===== config.mk =====
export PLATFORM = sky130hd
export DESIGN_NAME = hazard_ctrl
export DESIGN_NICKNAME = d
export VERILOG_FILES = /design/src/rtl/hazard_ctrl.sv
export SDC_FILE = /design/constraint.sdc
export NUM_CORES = 1
export LEC_CHECK = 0
export ABC_AREA = 1
export CAP_MARGIN = 5
export CORE_MARGIN = 4
export CORE_UTILIZATION = 44
export CTS_CLUSTER_DIAMETER = 60
export CTS_CLUSTER_SIZE = 10
export DETAILED_ROUTE_END_ITERATION = 10
export PLACE_DENSITY_LB_ADDON = 0.08
export SYNTH_ARGS = -nofsm -noshare
export SYNTH_HDL_FRONTEND = slang
export SYNTH_SLANG_ARGS = --single-unit

===== constraint.sdc =====
create_clock -name clk -period 2.1 [get_ports clk]
set_input_delay 0.315 -clock clk [delete_from_list [all_inputs] [get_ports clk]]
set_output_delay 0.315 -clock clk [all_outputs]
set_load 0.005 [all_outputs]

===== src/rtl/hazard_ctrl.sv =====
// hazard_ctrl: RAW-hazard, redirect and memory-wait sequencing for the 5-stage RV32I pipeline.
// Optional feature macro HAZARD_FORWARD_EN: forwarding network present, so only load-use stalls.
module hazard_ctrl #(
    parameter int unsigned WAIT_TIMEOUT = 255,
    parameter int unsigned CNT_W        = 32
) (
    input  logic             clk,
    input  logic             rst,
    input  logic [31:0]      if_id_instruction,
    input  logic [4:0]       id_ex_rd,
    input  logic             id_ex_memread,
    input  logic             id_ex_regwrite,
    input  logic [4:0]       ex_mem_rd,
    input  logic             ex_mem_regwrite,
    input  logic             ex_branch_taken,
    input  logic             dmem_req,
    input  logic             dmem_ready,
    output logic             pc_write,
    output logic             if_id_write,
    output logic             if_id_flush,
    output logic             id_ex_write,
    output logic             id_ex_flush,
    output logic             ex_mem_write,
    output logic [1:0]       ctrl_state,
    output logic             mem_timeout,
    output logic [CNT_W-1:0] stall_cnt,
    output logic [CNT_W-1:0] flush_cnt
);

    typedef enum logic [1:0] {
        ST_RUN   = 2'd0,
        ST_STALL = 2'd1,
        ST_WAIT  = 2'd2,
        ST_FLUSH = 2'd3
    } ctrl_class_e;

    localparam logic [15:0] TIMEOUT_M1 = 16'(WAIT_TIMEOUT - 32'd1);

    // A used, non-x0 source matching a register about to be written by an older instruction.
    function automatic logic src_hazard(input logic [4:0] src, input logic used,
                                        input logic [4:0] rd, input logic regwrite);
        return used && regwrite && (src != 5'd0) && (src == rd);
    endfunction

    logic [4:0]       opc_s;
    logic [4:0]       rs1_s;
    logic [4:0]       rs2_s;
    logic             rs1_used_s;
    logic             rs2_used_s;
    logic             haz_ex_s;
    logic             stall_s;
    logic             unused_s;
    ctrl_class_e      ctrl_state_d, ctrl_state_q;
    logic [15:0]      wait_run_d, wait_run_q;
    logic             mem_timeout_d, mem_timeout_q;
    logic [CNT_W-1:0] stall_cnt_d, stall_cnt_q;
    logic [CNT_W-1:0] flush_cnt_d, flush_cnt_q;

    assign opc_s = if_id_instruction[6:2];
    assign rs1_s = if_id_instruction[19:15];
    assign rs2_s = if_id_instruction[24:20];

    // Which register fields the ID instruction actually reads, by opcode class.
    always_comb begin
        rs1_used_s = 1'b0;
        rs2_used_s = 1'b0;
        case (opc_s)
            5'b01100, 5'b01000, 5'b11000: begin
                rs1_used_s = 1'b1;
                rs2_used_s = 1'b1;
            end
            5'b00100, 5'b00000, 5'b11001: begin
                rs1_used_s = 1'b1;
                rs2_used_s = 1'b0;
            end
            default: begin
                rs1_used_s = 1'b0;
                rs2_used_s = 1'b0;
            end
        endcase
    end

    assign haz_ex_s = src_hazard(rs1_s, rs1_used_s, id_ex_rd, id_ex_regwrite) ||
                      src_hazard(rs2_s, rs2_used_s, id_ex_rd, id_ex_regwrite);

`ifdef HAZARD_FORWARD_EN
    assign stall_s  = haz_ex_s && id_ex_memread;
    assign unused_s = ^{if_id_instruction[31:25], if_id_instruction[14:7],
                        if_id_instruction[1:0], ex_mem_rd, ex_mem_regwrite};
`else
    logic haz_mem_s;
    assign haz_mem_s = src_hazard(rs1_s, rs1_used_s, ex_mem_rd, ex_mem_regwrite) ||
                       src_hazard(rs2_s, rs2_used_s, ex_mem_rd, ex_mem_regwrite);
    // Without forwarding any in-flight producer must retire first; id_ex_memread is irrelevant.
    assign stall_s  = haz_ex_s || haz_mem_s;
    assign unused_s = ^{if_id_instruction[31:25], if_id_instruction[14:7],
                        if_id_instruction[1:0], id_ex_memread};
`endif

    // Per-cycle classification and pipeline register controls, in priority order.
    always_comb begin
        ctrl_state_d = ST_RUN;
        pc_write     = 1'b1;
        if_id_write  = 1'b1;
        if_id_flush  = 1'b0;
        id_ex_write  = 1'b1;
        id_ex_flush  = 1'b0;
        ex_mem_write = 1'b1;
        if (rst) begin
            pc_write     = 1'b0;
            if_id_write  = 1'b0;
            id_ex_write  = 1'b0;
            ex_mem_write = 1'b0;
            if_id_flush  = 1'b1;
            id_ex_flush  = 1'b1;
        end else if (dmem_req && !dmem_ready) begin
            // A pending redirect stays latched in the frozen EX stage and wins once memory is ready.
            ctrl_state_d = ST_WAIT;
            pc_write     = 1'b0;
            if_id_write  = 1'b0;
            id_ex_write  = 1'b0;
            ex_mem_write = 1'b0;
        end else if (ex_branch_taken) begin
            ctrl_state_d = ST_FLUSH;
            if_id_flush  = 1'b1;
            id_ex_flush  = 1'b1;
        end else if (stall_s) begin
            ctrl_state_d = ST_STALL;
            pc_write     = 1'b0;
            if_id_write  = 1'b0;
            id_ex_flush  = 1'b1;
        end else begin
            ctrl_state_d = ST_RUN;
        end
    end

    // Watchdog run length and saturating statistics.
    always_comb begin
        wait_run_d    = 16'd0;
        mem_timeout_d = mem_timeout_q;
        stall_cnt_d   = stall_cnt_q;
        flush_cnt_d   = flush_cnt_q;
        if (ctrl_state_d == ST_WAIT) begin
            wait_run_d    = (wait_run_q == 16'hFFFF) ? wait_run_q : wait_run_q + 16'd1;
            mem_timeout_d = mem_timeout_q || (wait_run_q >= TIMEOUT_M1);
        end else begin
            wait_run_d = 16'd0;
        end
        if (((ctrl_state_d == ST_STALL) || (ctrl_state_d == ST_WAIT)) &&
            (stall_cnt_q != {CNT_W{1'b1}})) begin
            stall_cnt_d = stall_cnt_q + CNT_W'(1);
        end else begin
            stall_cnt_d = stall_cnt_q;
        end
        if ((ctrl_state_d == ST_FLUSH) && (flush_cnt_q != {CNT_W{1'b1}})) begin
            flush_cnt_d = flush_cnt_q + CNT_W'(1);
        end else begin
            flush_cnt_d = flush_cnt_q;
        end
    end

    // State register with synchronous reset.
    always_ff @(posedge clk) begin
        if (rst) begin
            ctrl_state_q  <= ST_RUN;
            wait_run_q    <= 16'd0;
            mem_timeout_q <= 1'b0;
            stall_cnt_q   <= {CNT_W{1'b0}};
            flush_cnt_q   <= {CNT_W{1'b0}};
        end else begin
            ctrl_state_q  <= ctrl_state_d;
            wait_run_q    <= wait_run_d;
            mem_timeout_q <= mem_timeout_d;
            stall_cnt_q   <= stall_cnt_d;
            flush_cnt_q   <= flush_cnt_d;
        end
    end

    assign ctrl_state  = ctrl_state_q;
    assign mem_timeout = mem_timeout_q;
    assign stall_cnt   = stall_cnt_q;
    assign flush_cnt   = flush_cnt_q;

endmodule

## After elaboration in Yosys (flattened, before gate mapping)

Index checks and enable logic that the tools add are counted.

- $add $sub $neg: 3
- Equal/unequal tests: 15
- $lt $le $gt $ge: 1
- Bitwise operators: 1
- Reduce and logical (&&, ||, !) cells: 27
- Multiplexer cells: 19

Operator list:

| kind | count |
|---|---|
| $add A32 B1 Y32 const B | 2 |
| $ne A32 B32 Y1 const B | 2 |
| $eq A5 B5 Y1 | 4 |
| $add A16 B1 Y16 const B | 1 |
| $eq A16 B16 Y1 const B | 1 |
| $ge A16 B8 Y1 const B | 1 |
| $mux W1 | 16 |
| $logic_and A1 B1 Y1 | 15 |
| $eq A5 B4 Y1 const B | 2 |
| $eq A5 B5 Y1 const B | 2 |
| $reduce_bool A5 Y1 | 2 |
| $mux W2 | 3 |
| $reduce_or A6 Y1 | 1 |
| $eq A5 B3 Y1 const B | 1 |
| $logic_not A5 Y1 | 1 |
| $logic_or A1 B1 Y1 | 5 |
| $eq A2 B2 Y1 const B | 2 |
| $reduce_or A3 Y1 | 1 |
| $eq A2 B1 Y1 const B | 1 |
| $reduce_or A2 Y1 | 1 |
| $logic_not A1 Y1 | 1 |
| $not A1 Y1 | 1 |

- Register bits: 83

## Logic depth before layout (Yosys ltp)

- Word-level depth: 15
- Gate-level depth with buffers: 17
- Mapped depth without buffers: 17

## Worst setup path after synthesis

No wires, ideal clock.

- Kind: in2reg
- From: input port if_id_instruction[3]
- To: register stall_cnt_q[9] (netlist: stall_cnt[9])
- Arrival: 1.911 ns
- Cell stages on the path: 13
- Setup time: 0.070 ns
- Path buffers: 1
- Setup slack: 0.119 ns
- Cells stage by stage: nor2_1 -> nand2_1 -> nor2_1 -> nand3_1 -> nor2_1 -> nor2_1 -> nand3_1 -> nand3_1 -> ha_1 -> a21oi_2 -> buf_2 -> nand2_1 -> a21oi_1

- Word-level cells in the longest chain between the ends: 15
- Elaborated cells on any way between the ends: 33

Ends and longest elaborated chain:

| what | line | text |
|---|---|---|
| from (decl) | 9 | `input logic [31:0] if_id_instruction,` |
| $eq A5 B4 Y1 (tied with other cells) | 67 | `case (opc_s)` |
| $reduce_or A6 Y1 (no source line) / $reduce_or A3 Y1 (equally long branches) | -- |  |
| $mux W1 | 67 |  |
| $logic_and A1 B1 Y1 (3 in a row) | 42 | `return used && regwrite && (src != 5'd0) && (src == rd);` |
| $logic_or A1 B1 Y1, on equally long branches | 83, 92 |  |
| $logic_or A1 B1 Y1 * | 95 | `assign stall_s = haz_ex_s \|\| haz_mem_s;` |
| $mux W1 * | 127 | `end else if (stall_s) begin` |
| $mux W2 * | 123 | `end else if (ex_branch_taken) begin` |
| $mux W2 * | 116 | `end else if (dmem_req && !dmem_ready) begin` |
| $mux W2 * | 109 | `if (rst) begin` |
| $eq A2 B1 Y1 / $eq A2 B2 Y1 (equally long branches) | 149 | `if (((ctrl_state_d == ST_STALL) \|\| (ctrl_state_d == ST_WAIT)) &&` |
| $logic_or A1 B1 Y1 * | 149 |  |
| $logic_and A1 B1 Y1 * | 149 |  |
| to (signal assigned) | 168 | `stall_cnt_q <= {CNT_W{1'b0}};` |
| to (signal assigned) | 174 | `stall_cnt_q <= stall_cnt_d;` |
| to (decl) | 56 | `logic [CNT_W-1:0] stall_cnt_d, stall_cnt_q;` |

Every way passes the cells marked *; elsewhere a longest branch is shown, timed or not.
A chain may end at the register's enable or synchronous reset.

## Worst setup path in the final report

- From: input port if_id_instruction[18]
- To: register stall_cnt_q[10] (netlist: stall_cnt[10])

- Word-level cells in the longest chain between the ends: 12
- Elaborated cells on any way between the ends: 18

Ends and longest elaborated chain:

| what | line |
|---|---|
| $reduce_bool A5 Y1 | 42 |
| $logic_and A1 B1 Y1 (2 in a row) | 42 |
| $logic_or A1 B1 Y1, on equally long branches | 83, 92 |
| $logic_or A1 B1 Y1 * | 95 |
| $mux W1 * | 127 |
| $mux W2 * | 123 |
| $mux W2 * | 116 |
| $mux W2 * | 109 |
| $eq A2 B1 Y1 / $eq A2 B2 Y1 (equally long branches) | 149 |
| $logic_or A1 B1 Y1 * | 149 |
| $logic_and A1 B1 Y1 * | 149 |

Marked as above.

==> flow_metrics.env <==
export IMPL_fin_crit_ns=2.00
export IMPL_synth_edff_count=0
export IMPL_clk_pin_slew_worst_paths_ns=0.06
export IMPL_place_gp_congestion=0.919
export IMPL_slew_headroom_pct=62.2
export IMPL_pwr_share_clk_pct=46.4
export IMPL_die_x_um=120
export IMPL_reg2reg_from="stall_cnt[1]"
export IMPL_die_h_um=120
export IMPL_crit_type="primary input to register"
export IMPL_fin_cells=1209
export IMPL_arrival_ns=2.28
export IMPL_worst_slew_pin_slew_ns=0.567
export IMPL_pwr_share_comb_pct=10.3
export IMPL_synth_area_mm2=0.00549
export IMPL_power_frac_seq_pct=43.3
export IMPL_initial_core_util_pct=45.3
export IMPL_vias_per_cell=4.89
export IMPL_ant_nets=0
export IMPL_first_global_vias=5274
export IMPL_crit_path_end_kind="register"
export IMPL_rows=40
export IMPL_synth_xor_area_share_pct=5.10
export IMPL_grt_usage_pct=21.3
export IMPL_hold_start="rst"
export IMPL_synth_top_family_by_area="simple AND/OR/NAND/NOR gates"
export IMPL_netlist_top_cells_area="dfxtp_1 (30%), nand2_1 (22%), nor2_1 (9.0%)"
export IMPL_stdcell_area_mm2=0.00734
export IMPL_p_switching_w=0.000877
export IMPL_crit_required_ns=2.38
export IMPL_postSynthAreaPerCell_um2=6.07
export IMPL_status="finished clean"
export IMPL_p_leak_nw=2.84
export IMPL_yosys_mux_area_fraction_pct=0
export IMPL_yosys_area_share_simple_pct=45.0
export IMPL_finalSetupViolations=0
export IMPL_wl_per_cell_um=12.8
export IMPL_place_inst=1190
export IMPL_synth_compound_area_share_pct=8.93
export IMPL_hold_path_class="primary input to register"
export IMPL_syn_nets=961
export IMPL_dpl_cell_area_mm2=0.00689
export IMPL_dpl_hpwl_um=11500
export IMPL_fin_crit_sh_pct=95.2
export IMPL_grt_ovfl_total=0
export IMPL_htreeDepth=3
export IMPL_synth_ff_type="dfxtp_1"
export IMPL_cts_root_buf="clkbuf_16"
export IMPL_postCtsHoldBufs=0
export IMPL_whs_path_depth=2
export IMPL_cts_tree="built"
export IMPL_initialDrtViolationCount=372
export IMPL_numPortBuffers=104
export IMPL_whs_ns=0.233
export IMPL_synthDominantCellAreaShare_pct=30.3
export IMPL_synth_fa_ha_area_share_pct=1.37
export IMPL_grt_pass1_wl_um=25200
export IMPL_cp_max_fo=7
export IMPL_grt_antenna_before_repair=0
export IMPL_cellPowerDensity_mw_per_mm2=501
export IMPL_maxSlewViolCount=0
export IMPL_syn_instance_count=905
export IMPL_fmax_mhz=500
export IMPL_yosysSeqAreaShare_pct=30.3
export IMPL_fin_skew_ns=0.00704
export IMPL_synth_area_leader_cell="dfxtp_1"
export IMPL_drt_wl_total_um=15500
export IMPL_p_int_w=0.00280
export IMPL_synth_cell_type_count=39
export IMPL_drive_gt1_share_pct=11.0
export IMPL_cp_start_kind="primary input"
export IMPL_crit_start="if_id_instruction[18]"
export IMPL_die_area_mm2=0.0143
export IMPL_vias=5907
export IMPL_finalHoldViolCount=0
export IMPL_ys_ff_latch=83
export IMPL_numCtsBuffers=9
export IMPL_yosysWarnings=0
export IMPL_cap_violations=0
export IMPL_ios=123
export IMPL_drc=0
export IMPL_nets=1092
export IMPL_clockBufferDepth=2
export IMPL_ir_worst_vdd_mv=0.401
export IMPL_num_antenna_cells=0
export IMPL_reg2regPathDepth=10
export IMPL_dr_pass1_iters=4
export IMPL_core_mm2=0.0121
export IMPL_syn_to_final_growth_pct=33.8
export IMPL_grt_max_degree=48
export IMPL_clock_sinks=83
export IMPL_clk_latency_ns=0.35
export IMPL_async_flop_share_pct=0
export IMPL_swShare_pct=23.8
-- power groups by stage --
stage / clock network, W / registers, W / logic, W
floorplan: 0 / 0.00163 / 0.000183
global placement: 0 / 0.00163 / 0.000358
detailed placement: 0 / 0.00163 / 0.000359
CTS: 0.00175 / 0.00159 / 0.000357
global route: 0.00182 / 0.00160 / 0.000419
finish: 0.00171 / 0.00159 / 0.000379
-- cell families (layout without fill, tap and decap cells) --
logic type	after synthesis	after routing
AND/OR/NAND/NOR	573	573
adder cells (fa/ha/maj)	6	6
XOR/XNOR	32	32
AO/OA/AOI/OAI	93	93
buffers and inverters	118	254
flip-flops	83	83
-- timing repair --
action | in CTS | in global routing
setup buffers | 1 | 0
pin swaps | 9 | 22
gates cloned | 0 | 2
endpoints found under the setup margin | 71 | 76
gates resized for setup | 39 | 39
hold endpoints to repair | 0 | 0
-- cell usage in the layout, fill, tap and decap left out, drive strengths merged --
cell and n:
bufinv 2, ha 6, o211ai 1, clkdlybuf4s15 4, dfxtp 83, inv 96
a21boi 1, nor2 142, clkdlybuf4s50 75, clkinvlp 1, nor3b 1, and3 1
dlymetal6s2s 5, nand3b 11, nand2 328, buf 38, a31oi 3, o21ai 23
nor4 2, nand3 44, or2 3, a21oi 62, clkinv 3, nor3 28
xnor2 12, clkbuf 12, o21bai 2, xor2 20, a221oi 1, dlygate4sd2 18
nand4 13
-- through the flow --
step / worst slack (ns) / total power, W / utilization [%] / TNS [ns]
2_1_floorplan: 0.119 / 0.00181 / - / 0
3_3_place_gp: -0.562 / 0.00199 / 56.8 / -38.24
3_5_place_dp: -0.583 / 0.00199 / 56.8 / -39.11
4_1_cts: 0.0166 / 0.00370 / 59.7 / 0
5_1_grt: -0.0363 / 0.00383 / 60.6 / -0.261
6_report: 0.101 / 0.00368 / 60.6 / 0
-- cells in the mapped netlist, types with 2 or more instances --
| cell | count |
|---|---|
| nand2_1 | 321 |
| nor2_1 | 132 |
| inv_1 | 93 |
| dfxtp_1 | 83 |
| a21oi_1 | 60 |
| nand3_1 | 41 |
| nor3_1 | 24 |
| xor2_1 | 20 |
| o21ai_0 | 18 |
| nand4_1 | 13 |
| xnor2_1 | 12 |
| nand3b_1 | 11 |
| clkbuf_1 | 8 |
| buf_6 | 7 |
| ha_1 | 6 |
| nor2_4 | 6 |
| o21ai_1 | 5 |
| buf_2 | 4 |
| nand2_2 | 4 |
| nor2_2 | 4 |
| a31oi_1 | 3 |
| buf_4 | 3 |
| nand3_2 | 3 |
| nor3_2 | 3 |
| a21oi_2 | 2 |
| inv_2 | 2 |
| nand2_4 | 2 |
| nor4_1 | 2 |
| o21bai_1 | 2 |
| or2_2 | 2 |
-- final timing paths --
| kind | to | slack, ns |
|---|---|---|
| setup / recovery | stall_cnt[10] | 0.10 |
| hold reg to reg | mem_timeout | 0.49 |
| hold / removal | ctrl_state[0] | 0.23 |
| setup reg to reg | stall_cnt[4] | 0.19 |
-- state kept, by name, indices dropped and copies added, names as in the netlist --
name and flops:
ctrl_state 2, stall_cnt 32, flush_cnt 32, wait_run_q 16, mem_timeout 1
-- worst max-delay path, cell delays in order --
cell and delay [ns]:
dlygate4sd2_1 0.26, xor2_1 0.16, nor2_1 0.13, nand3_1 0.11
nor2_2 0.15, nor2_2 0.07, nand3_2 0.08, nand3_2 0.10
ha_4 0.27, a21oi_4 0.21, buf_2 0.24, nand2_1 0.07
a21oi_1 0.11
-- cell type report --
class                   instances  area, um2
fillers                      1213       4770
multi-input cells             704       3410
flip-flops and latches         83       1660
repair buffers                142       1370
inverters                      96        368
clock buffers                  10        229
well taps                     168        210
clock inverters                 6       90.1
-- routing by layer --
layer	up-vias	track usage (%)	wire [um]
li1	3123	-	-
met1	2615	28.4	7270
met2	145	34.5	7170
met3	24	4.29	718
met4	0	7.02	314
met5	-	0	0
No activity file was read; power rests on OpenSTA's default activity.
